--- src/rtl/pc_fetch_ctrl.sv ---
`default_nettype none
// ============================================================================
//  Module      : pc_fetch_ctrl
//  Description : Fetch sequencer. Owns the program counter, arbitrates
//                redirects against sequential PC+4 advance and decode
//                stalls, runs the valid/ready handshake to instruction
//                memory and delivers one registered instruction per
//                completed fetch. A one-entry skid register absorbs a
//                completion that arrives while decode is stalled.
//  Options     : PC_TRAP_EN - adds trap_i / mret_i / epc_i and the TRAP_VEC
//                parameter; trap and trap-return outrank jump and branch.
//  Revision    : 1.0 - initial release
// ============================================================================
module pc_fetch_ctrl #(
  parameter logic [31:0] RESET_PC = 32'h0000_0000
`ifdef PC_TRAP_EN
  ,
  parameter logic [31:0] TRAP_VEC = 32'h0000_0100
`endif
) (
  input  logic        clk,
  input  logic        rst,
  input  logic        stall_i,
  input  logic        br_taken_i,
  input  logic [31:0] br_target_i,
  input  logic        jmp_i,
  input  logic [31:0] jmp_target_i,
`ifdef PC_TRAP_EN
  input  logic        trap_i,
  input  logic        mret_i,
  input  logic [31:0] epc_i,
`endif
  output logic        imem_req_o,
  output logic [31:0] imem_addr_o,
  input  logic        imem_ready_i,
  input  logic [31:0] imem_rdata_i,
  output logic        if_valid_o,
  output logic [31:0] if_pc_o,
  output logic [31:0] if_instr_o,
  output logic [31:0] pc_o
);

  typedef enum logic [1:0] {
    S_BOOT  = 2'd0,
    S_FETCH = 2'd1,
    S_DRAIN = 2'd2,
    S_SKID  = 2'd3
  } state_t;

  state_t      state_q,    state_d;
  logic [31:0] pc_q,       pc_d;
  logic [31:0] pend_q,     pend_d;
  logic        if_valid_q, if_valid_d;
  logic [31:0] if_pc_q,    if_pc_d;
  logic [31:0] if_instr_q, if_instr_d;
  logic [31:0] skid_pc_q,  skid_pc_d;
  logic [31:0] skid_instr_q, skid_instr_d;

  logic        redir;
  logic [31:0] redir_raw;
  logic [31:0] redir_tgt;
  logic [31:0] pc_inc;
  logic [31:0] drain_tgt;

  // Redirect arbitration: lower priorities first so higher ones override.
  always_comb begin
    redir     = 1'b0;
    redir_raw = 32'h0000_0000;
    if (br_taken_i) begin
      redir     = 1'b1;
      redir_raw = br_target_i;
    end
    if (jmp_i) begin
      redir     = 1'b1;
      redir_raw = jmp_target_i;
    end
`ifdef PC_TRAP_EN
    if (mret_i) begin
      redir     = 1'b1;
      redir_raw = epc_i;
    end
    if (trap_i) begin
      redir     = 1'b1;
      redir_raw = TRAP_VEC;
    end
`endif
    // Fetch addresses are always word aligned.
    redir_tgt = redir_raw & 32'hFFFF_FFFC;
  end

  assign pc_inc = pc_q + 32'd4;

  // Newest redirect replaces any target already waiting behind the drain.
  assign drain_tgt = redir ? redir_tgt : pend_q;

  // Next-state, request and delivery logic.
  always_comb begin
    state_d      = state_q;
    pc_d         = pc_q;
    pend_d       = pend_q;
    // Decode consumes the held instruction whenever it is not stalled.
    if_valid_d   = if_valid_q & stall_i;
    if_pc_d      = if_pc_q;
    if_instr_d   = if_instr_q;
    skid_pc_d    = skid_pc_q;
    skid_instr_d = skid_instr_q;
    imem_req_o   = 1'b0;

    case (state_q)
      S_BOOT: begin
        state_d = S_FETCH;
        if (redir) begin
          pc_d = redir_tgt;
        end
      end

      S_FETCH: begin
        imem_req_o = 1'b1;
        if (redir) begin
          if_valid_d = 1'b0;
          if (imem_ready_i) begin
            pc_d = redir_tgt;
          end else begin
            // Request is in flight and must stay stable; park the target.
            pend_d  = redir_tgt;
            state_d = S_DRAIN;
          end
        end else if (imem_ready_i) begin
          pc_d = pc_inc;
          if (!if_valid_q || !stall_i) begin
            if_valid_d = 1'b1;
            if_pc_d    = pc_q;
            if_instr_d = imem_rdata_i;
          end else begin
            skid_pc_d    = pc_q;
            skid_instr_d = imem_rdata_i;
            state_d      = S_SKID;
          end
        end
      end

      S_DRAIN: begin
        // Old request held until memory answers; its data is dropped.
        imem_req_o = 1'b1;
        if (redir) begin
          if_valid_d = 1'b0;
        end
        if (imem_ready_i) begin
          pc_d    = drain_tgt;
          state_d = S_FETCH;
        end else begin
          pend_d = drain_tgt;
        end
      end

      S_SKID: begin
        if (redir) begin
          // Skid contents are wrong-path; leaving SKID discards them.
          if_valid_d = 1'b0;
          pc_d       = redir_tgt;
          state_d    = S_FETCH;
        end else if (!stall_i) begin
          if_valid_d = 1'b1;
          if_pc_d    = skid_pc_q;
          if_instr_d = skid_instr_q;
          state_d    = S_FETCH;
        end
      end

      default: begin
        state_d = S_BOOT;
      end
    endcase
  end

  // State and datapath registers with synchronous reset.
  always_ff @(posedge clk) begin
    if (rst) begin
      state_q      <= S_BOOT;
      pc_q         <= RESET_PC;
      pend_q       <= 32'h0000_0000;
      if_valid_q   <= 1'b0;
      if_pc_q      <= 32'h0000_0000;
      if_instr_q   <= 32'h0000_0000;
      skid_pc_q    <= 32'h0000_0000;
      skid_instr_q <= 32'h0000_0000;
    end else begin
      state_q      <= state_d;
      pc_q         <= pc_d;
      pend_q       <= pend_d;
      if_valid_q   <= if_valid_d;
      if_pc_q      <= if_pc_d;
      if_instr_q   <= if_instr_d;
      skid_pc_q    <= skid_pc_d;
      skid_instr_q <= skid_instr_d;
    end
  end

  assign imem_addr_o = pc_q;
  assign pc_o        = pc_q;
  assign if_valid_o  = if_valid_q;
  assign if_pc_o     = if_pc_q;
  assign if_instr_o  = if_instr_q;

endmodule
`default_nettype wire
--- config.mk ---
export PLATFORM = sky130hd
export DESIGN_NAME = pc_fetch_ctrl
export DESIGN_NICKNAME = d
export VERILOG_FILES = /design/src/rtl/pc_fetch_ctrl.sv
export SDC_FILE = /design/constraint.sdc
export NUM_CORES = 1
export LEC_CHECK = 0
export ABC_AREA = 1
export CORE_ASPECT_RATIO = 1.2
export CORE_UTILIZATION = 30
export DETAILED_ROUTE_END_ITERATION = 10
export PLACE_DENSITY = 0.5
export SLEW_MARGIN = 10
export SYNTH_ARGS = -nofsm -noshare
export SYNTH_HDL_FRONTEND = slang
export SYNTH_SLANG_ARGS = --single-unit
--- constraint.sdc ---
create_clock -name clk -period 2.5 [get_ports clk]
set_input_delay 0.25 -clock clk [delete_from_list [all_inputs] [get_ports clk]]
set_output_delay 0.25 -clock clk [all_outputs]
set_load 0.1 [all_outputs]
==> impl_metrics.toml, run 1 <==
[run_status]
status = "finished, violations left"
violations = "DRC"

[cells_and_area]
area_growth_pct = 28.1
diodes = 0
fin_nets = 1696
drive_above_1_share_pct = 14.3
layoutNonFillerInstCount = 2003

[worst_setup_path]
path_max_fanout = 47
cpPeakStageDelay_ns = 0.48
slowest_stage = "buf_4"
required_ns = 2.86
worst_setup_path_start_kind = "flip-flop"
crit_path_cell_trace = "inv_1 -> ha_1 -> clkinv_1 -> buf_4 -> a21oi_2 -> inv_1 -> buf_12 -> nand2_1 -> a21oi_1"
crit_path_end_kind = "flip-flop"
cp.arrival_ns = 2.58
cpMostUsedCell = "inv_1"
path_class = "reg2reg"

[sta]
period_share_pct = 88.4
setup_viol = 0
relSlewSlack_pct = 48.5
fin_skew_ns = 0.0127
fin_crit_ns = 2.21
tightest_slew_ns = 0.772
fin_setup_tns_ns = 0
fmax_mhz = 452
rsz0062_at_grt = "false"
slew_violations = 0
hold_viol_final = 0

[detailed_routing]
vias_per_cell = 4.91
drt_iter0_drc = 727
antenna_left = 0
remaining_drc_errors = 14
num_vias = 9835
drt_wl_total_mm = 32.7
drt_pass1_iterations = 9
wl_per_cell_um = 16.3

[cts]
cts_inserted_buffers = 17
clk_latency_ns = 0.45
clock-sinks = 195
max-clock-path-buffers = 2
root_buffer = "clkbuf_16"
h-tree-depth = 4
cts.clk_slew.worst_paths_ns = 0.08
cts_resized = 0
cts_setup_buffers = 0
cts_tree = "built"
holdBufCountCts = 0

[grt]
grt_pass1_vias = 9054
grt_max_degree = 129
grtUsageTotal_pct = 19.8
antenna_found_initial = 0
grt.overflow.total = 0
grt_pass1_wl_mm = 51.2

[pwr]
p_leak_nw = 4.85
power.density_nw_per_um2 = 1070
ir_worst_vdd_mv = 0.727

[yosys]
ys_top_cells_by_area = "dfxtp_1 (40%), nand2_1 (18%), a21oi_1 (7.5%), nand3_1 (6.4%), o21ai_0 (4.9%)"
netlist.area_leader.share_pct = 40.3
ys_ff_latch = 195
synth_compound_area_share_pct = 20.6
synth_xor_area_share_pct = 0
syn-num-nets = 1543
synthSimpleGateAreaFrac_pct = 28.7
synth_top_family_by_area = "simple AND/OR/NAND/NOR gates"
synthAdderAreaFrac_pct = 0.645
syn_area_um2 = 9700
yosys.area.top_type = "dfxtp_1"
synth_edf_count = 0
seq_area_frac_synth_pct = 40.3
ys.flop_type = "dfxtp_1"
avgSynthCellArea_um2 = 6.75
yosysWarningCount = 0
netlist_instances = 1436
synth_cell_type_count = 34
ys_async_sr_fraction_pct = 0
muxShareOfSynthArea_pct = 0

[floorplan]
io_pins = 232
dieArea_um2 = 33000
coreArea_um2 = 31500
num_rows = 71
die_y_um = 199
start_util_pct = 30.7
die-width_um = 166

[placement]
port_buffers = 227
place.detailed.hpwl_mm = 21.6
placedCellCount = 1971
gp_congestion = 0.798

[hold_path]
worst_hold_path_type = "in2reg"

[run]
drv_cap = 0
[metal layers]
layer,routed length [um],track usage [%],up-vias
met2,15700,33.3,256
met1,14900,26.3,4494
met4,490,5.37,0
met5,0,0,-
met3,1620,2.85,22
li1,-,-,5063
[synth_stat cells, drive strengths merged, types with 3 or more instances]
| cell type | n |
|---|---|
| inv | 61 |
| ha | 5 |
| dfxtp | 195 |
| o211ai | 3 |
| nand3 | 124 |
| a21oi | 150 |
| buf | 72 |
| nor2 | 81 |
| o21bai | 7 |
| o21ai | 94 |
| nand2 | 468 |
| a31oi | 72 |
| nor3 | 3 |
| clkbuf | 63 |
| a22oi | 27 |
[critical path: cells and delay by family (launching register included)]
kind / cells / cell delay, ns
flip-flops: 1 / 0.39
buffers and inverters: 5 / 1.21
AND/OR/NAND/NOR: 1 / 0.06
adder cells (fa/ha/maj): 1 / 0.20
AO/OA/AOI/OAI: 2 / 0.27
[report_power, final]
part | switching [mW] | total, mW | internal, mW
Sequential | 0.492 | 4.00 | 3.50
Combinational | 5.10 | 6.55 | 1.46
Clock | 1.31 | 2.79 | 1.48
[final cells by class]
class	count	area, um2
fillers	3389	19100
multi-input cells	1043	4880
flip-flops and latches	195	3900
repair buffers	269	2310
well taps	401	502
clock buffers	21	470
inverters	63	244
clock inverters	11	115
[cell families (layout without fill, tap and decap cells)]
logic type / after synthesis / in the layout
compound gates: 357 / 357
fa+ha+maj: 5 / 5
buf+inv: 198 / 364
flops: 195 / 195
simple gates: 681 / 681
[through the flow]
stage / hold slack (ns) / cell area, um2 / setup WS, ns / power, mW / utilization (%)
after global routing: 0.201 / 12400 / 0.0630 / 14.0 / 39.4
final: 0.193 / 12400 / 0.289 / 13.3 / 39.4
after detailed placement: 0.451 / 11800 / -0.219 / 10.6 / 37.5
after CTS: 0.185 / 12400 / 0.244 / 13.5 / 39.4
after floorplan: 0.411 / 9700 / 0.0225 / 9.10 / -
after global placement: 0.447 / 11800 / -0.168 / 10.6 / 37.5
[worst paths after layout]
path / slack, ns / startpoint / cells past startpoint / endpoint
hold / removal: 0.19 / rst / 2 / skid_instr_q[17]
hold reg to reg: 0.46 / skid_pc_q[23] / 2 / skid_pc_q[23]
setup / recovery: 0.29 / state_q[1] / 9 / pend_q[23]
setup reg to reg: 0.29 / state_q[1] / 9 / pend_q[23]
[layout by cell type (no fill, tap or decap), types with 6 or more instances in the layout]
| cell | n |
|---|---|
| o21bai_1 | 7 |
| o21ai_0 | 94 |
| buf_4 | 169 |
| a21oi_2 | 6 |
| inv_1 | 56 |
| nand3_1 | 124 |
| nand2_1 | 467 |
| clkdlybuf4s50_1 | 96 |
| clkbuf_16 | 17 |
| nor2_1 | 73 |
| a22oi_1 | 27 |
| dfxtp_1 | 195 |
| a31oi_1 | 72 |
| a21oi_1 | 144 |
[registers in the layout, indices dropped and copies added (netlist names)]
name and flops:
skid_instr_q 32, state_q 2, imem_addr_o 32, if_valid_o 1, pend_q 32, if_instr_o 32, skid_pc_q 32, if_pc_o 32
No activity file was read; power rests on OpenSTA's default activity.
==> inputs of run 2 (changes only) <==
CORE_UTILIZATION = 50   (was 30)
PLACE_DENSITY = 0.77   (was 0.5)
SLEW_MARGIN = 20   (was 10)
==> run 2 against run 1 <==
Compared with the run above:
- the run now ends clean
- maximum frequency up 1.6%
- final cell count down 7.6%
- critical endpoint is now imem_addr_o[22]
- first-iteration DRC count is 48% higher
- utilization increased by 25 points
- largest cell class unchanged
- combinational power is 3% lower
- largest power group unchanged
- register-to-register slack improved by 0.04 ns
- clock skew down 0.0020 ns
==> impl_metrics.toml, run 2 (synthesis gave the netlist of run 1 again) <==
[floorplan]
die_y_um = 155
num_rows = 55
die-width_um = 129
io_pins = 232
dieArea_um2 = 20000
start_util_pct = 51.2
coreArea_um2 = 18900

[sta]
relSlewSlack_pct = 50.2
period_share_pct = 87.0
tightest_slew_ns = 0.746
setup_viol = 0
fin_setup_tns_ns = 0
fmax_mhz = 460
fin_skew_ns = 0.0107
slew_violations = 0
hold_viol_final = 0
rsz0062_at_grt = "false"
fin_crit_ns = 2.18

[worst_setup_path]
required_ns = 2.87
worst_setup_path_start_kind = "flip-flop"
cp.arrival_ns = 2.55
path_class = "reg2reg"
path_max_fanout = 7
cpPeakStageDelay_ns = 0.51
crit_path_end_kind = "flip-flop"
crit_path_cell_trace = "ha_1 -> nand2_1 -> nor2_1 -> nand2_1 -> nor2_1 -> nand2_1 -> nand2_1 -> nand3_1 -> nand2_1 -> nand2_1 -> a21oi_1"
slowest_stage = "dfxtp_1"
path_buf_inv = 0
critical-path-top-delay-family = "simple AND/OR/NAND/NOR gates"
worst-r2r-setup-slack_ns = 0.32
cpMostUsedCell = "nand2_1"

[grt]
antenna_found_initial = 0
grt_pass1_wl_mm = 45.4
grt_max_degree = 129
grtUsageTotal_pct = 28.4
grt_pass1_vias = 8967
grt.overflow.total = 0

[cts]
clk_latency_ns = 0.44
cts_inserted_buffers = 17
root_buffer = "clkbuf_16"
holdBufCountCts = 0
h-tree-depth = 4
clock-sinks = 195
cts_resized = 0
max-clock-path-buffers = 2
cts_tree = "built"
cts.clk_slew.worst_paths_ns = 0.08
cts_setup_buffers = 0

[placement]
gp_congestion = 0.841
port_buffers = 227
place.detailed.hpwl_mm = 18.3
postPlaceCellArea_um2 = 11600

[run_status]
status = "completed"

[cells_and_area]
fill_cells = 1703
final_common_cell = "nand2_1"
final_cell_mix = "nand2_1 (467), dfxtp_1 (195), buf_4 (162)"
layout.area.seq_um2 = 3900
fin_util_pct = 64.4
area_growth_pct = 25.8
fin_area_um2 = 12200
fin_nets = 1688
diodes = 0
drive_above_1_share_pct = 13.9
multi_input_area_um2 = 4870

[pwr]
p_leak_nw = 4.81
power.density_nw_per_um2 = 1090
ir_worst_vdd_mv = 0.745

[detailed_routing]
wl_per_cell_um = 15.2
vias_per_cell = 5.44
remaining_drc_errors = 0
num_vias = 10100
antenna_left = 0
drt_pass1_iterations = 5
drt_wl_total_mm = 28.1
drt_iter0_drc = 1076

[hold_path]
worst_hold_path_type = "in2reg"

[run]
drv_cap = 0
run 2: cell count changes in the layout (fill, tap and decap cells not counted), moves of 2 or more:
cell,before,now
buf_4,169,162
inv_8,1,5
clkbuf_8,3,0
inv_6,4,1
clkinv_8,0,2
run 2: final timing paths:
kind                                startpoint          endpoint  depth (start not counted)
worst max-delay path            imem_addr_o[3]   imem_addr_o[22]                         11
worst min-delay path                       rst  skid_instr_q[13]                          2
worst max register to register  imem_addr_o[3]   imem_addr_o[22]                         11
worst min register to register   skid_pc_q[11]     skid_pc_q[11]                          2
run 2: per-layer routing:
| layer | track usage [%] | routed length, um | part of all wire [%] | vias up |
|---|---|---|---|---|
| met5 | 0 | 0 | 0 | - |
| met4 | 10.1 | 646 | 2.3 | 0 |
| met3 | 4.25 | 1900 | 6.7 | 39 |
| met2 | 44.8 | 13200 | 47 | 404 |
| met1 | 39.2 | 12400 | 44 | 4555 |
| li1 | - | - | - | 5062 |
run 2: where the power goes:
group	internal, mW	switching, mW	leakage, nW	total [mW]
Combinational	1.44	4.93	2.93	6.37
Clock	1.53	1.34	0.303	2.86
Sequential	3.50	0.536	1.59	4.04
Total	6.47	6.81	4.81	13.3
run 2: final cells by class:
cell class | count | area share (%)
inverter | 63 | 2.00
multi-input combinational | 1043 | 40.0
timing repair buffer | 261 | 18.3
clock inverter | 15 | 1.58
sequential | 195 | 32.0
clock buffer | 17 | 3.49
tap | 256 | 2.63
run 2: through the flow:
| step | std cells | hold slack [ns] | worst slack, ns | total power, mW |
|---|---|---|---|---|
| finish | 1850 | 0.252 | 0.325 | 13.3 |
| global route | 1850 | 0.265 | 0.0263 | 13.8 |
| CTS | 1850 | 0.235 | 0.343 | 13.3 |
| detailed placement | 1818 | 0.452 | 0.245 | 10.4 |
| global placement | 1818 | 0.446 | 0.280 | 10.4 |
| floorplan | 1436 | 0.411 | 0.0225 | 9.10 |
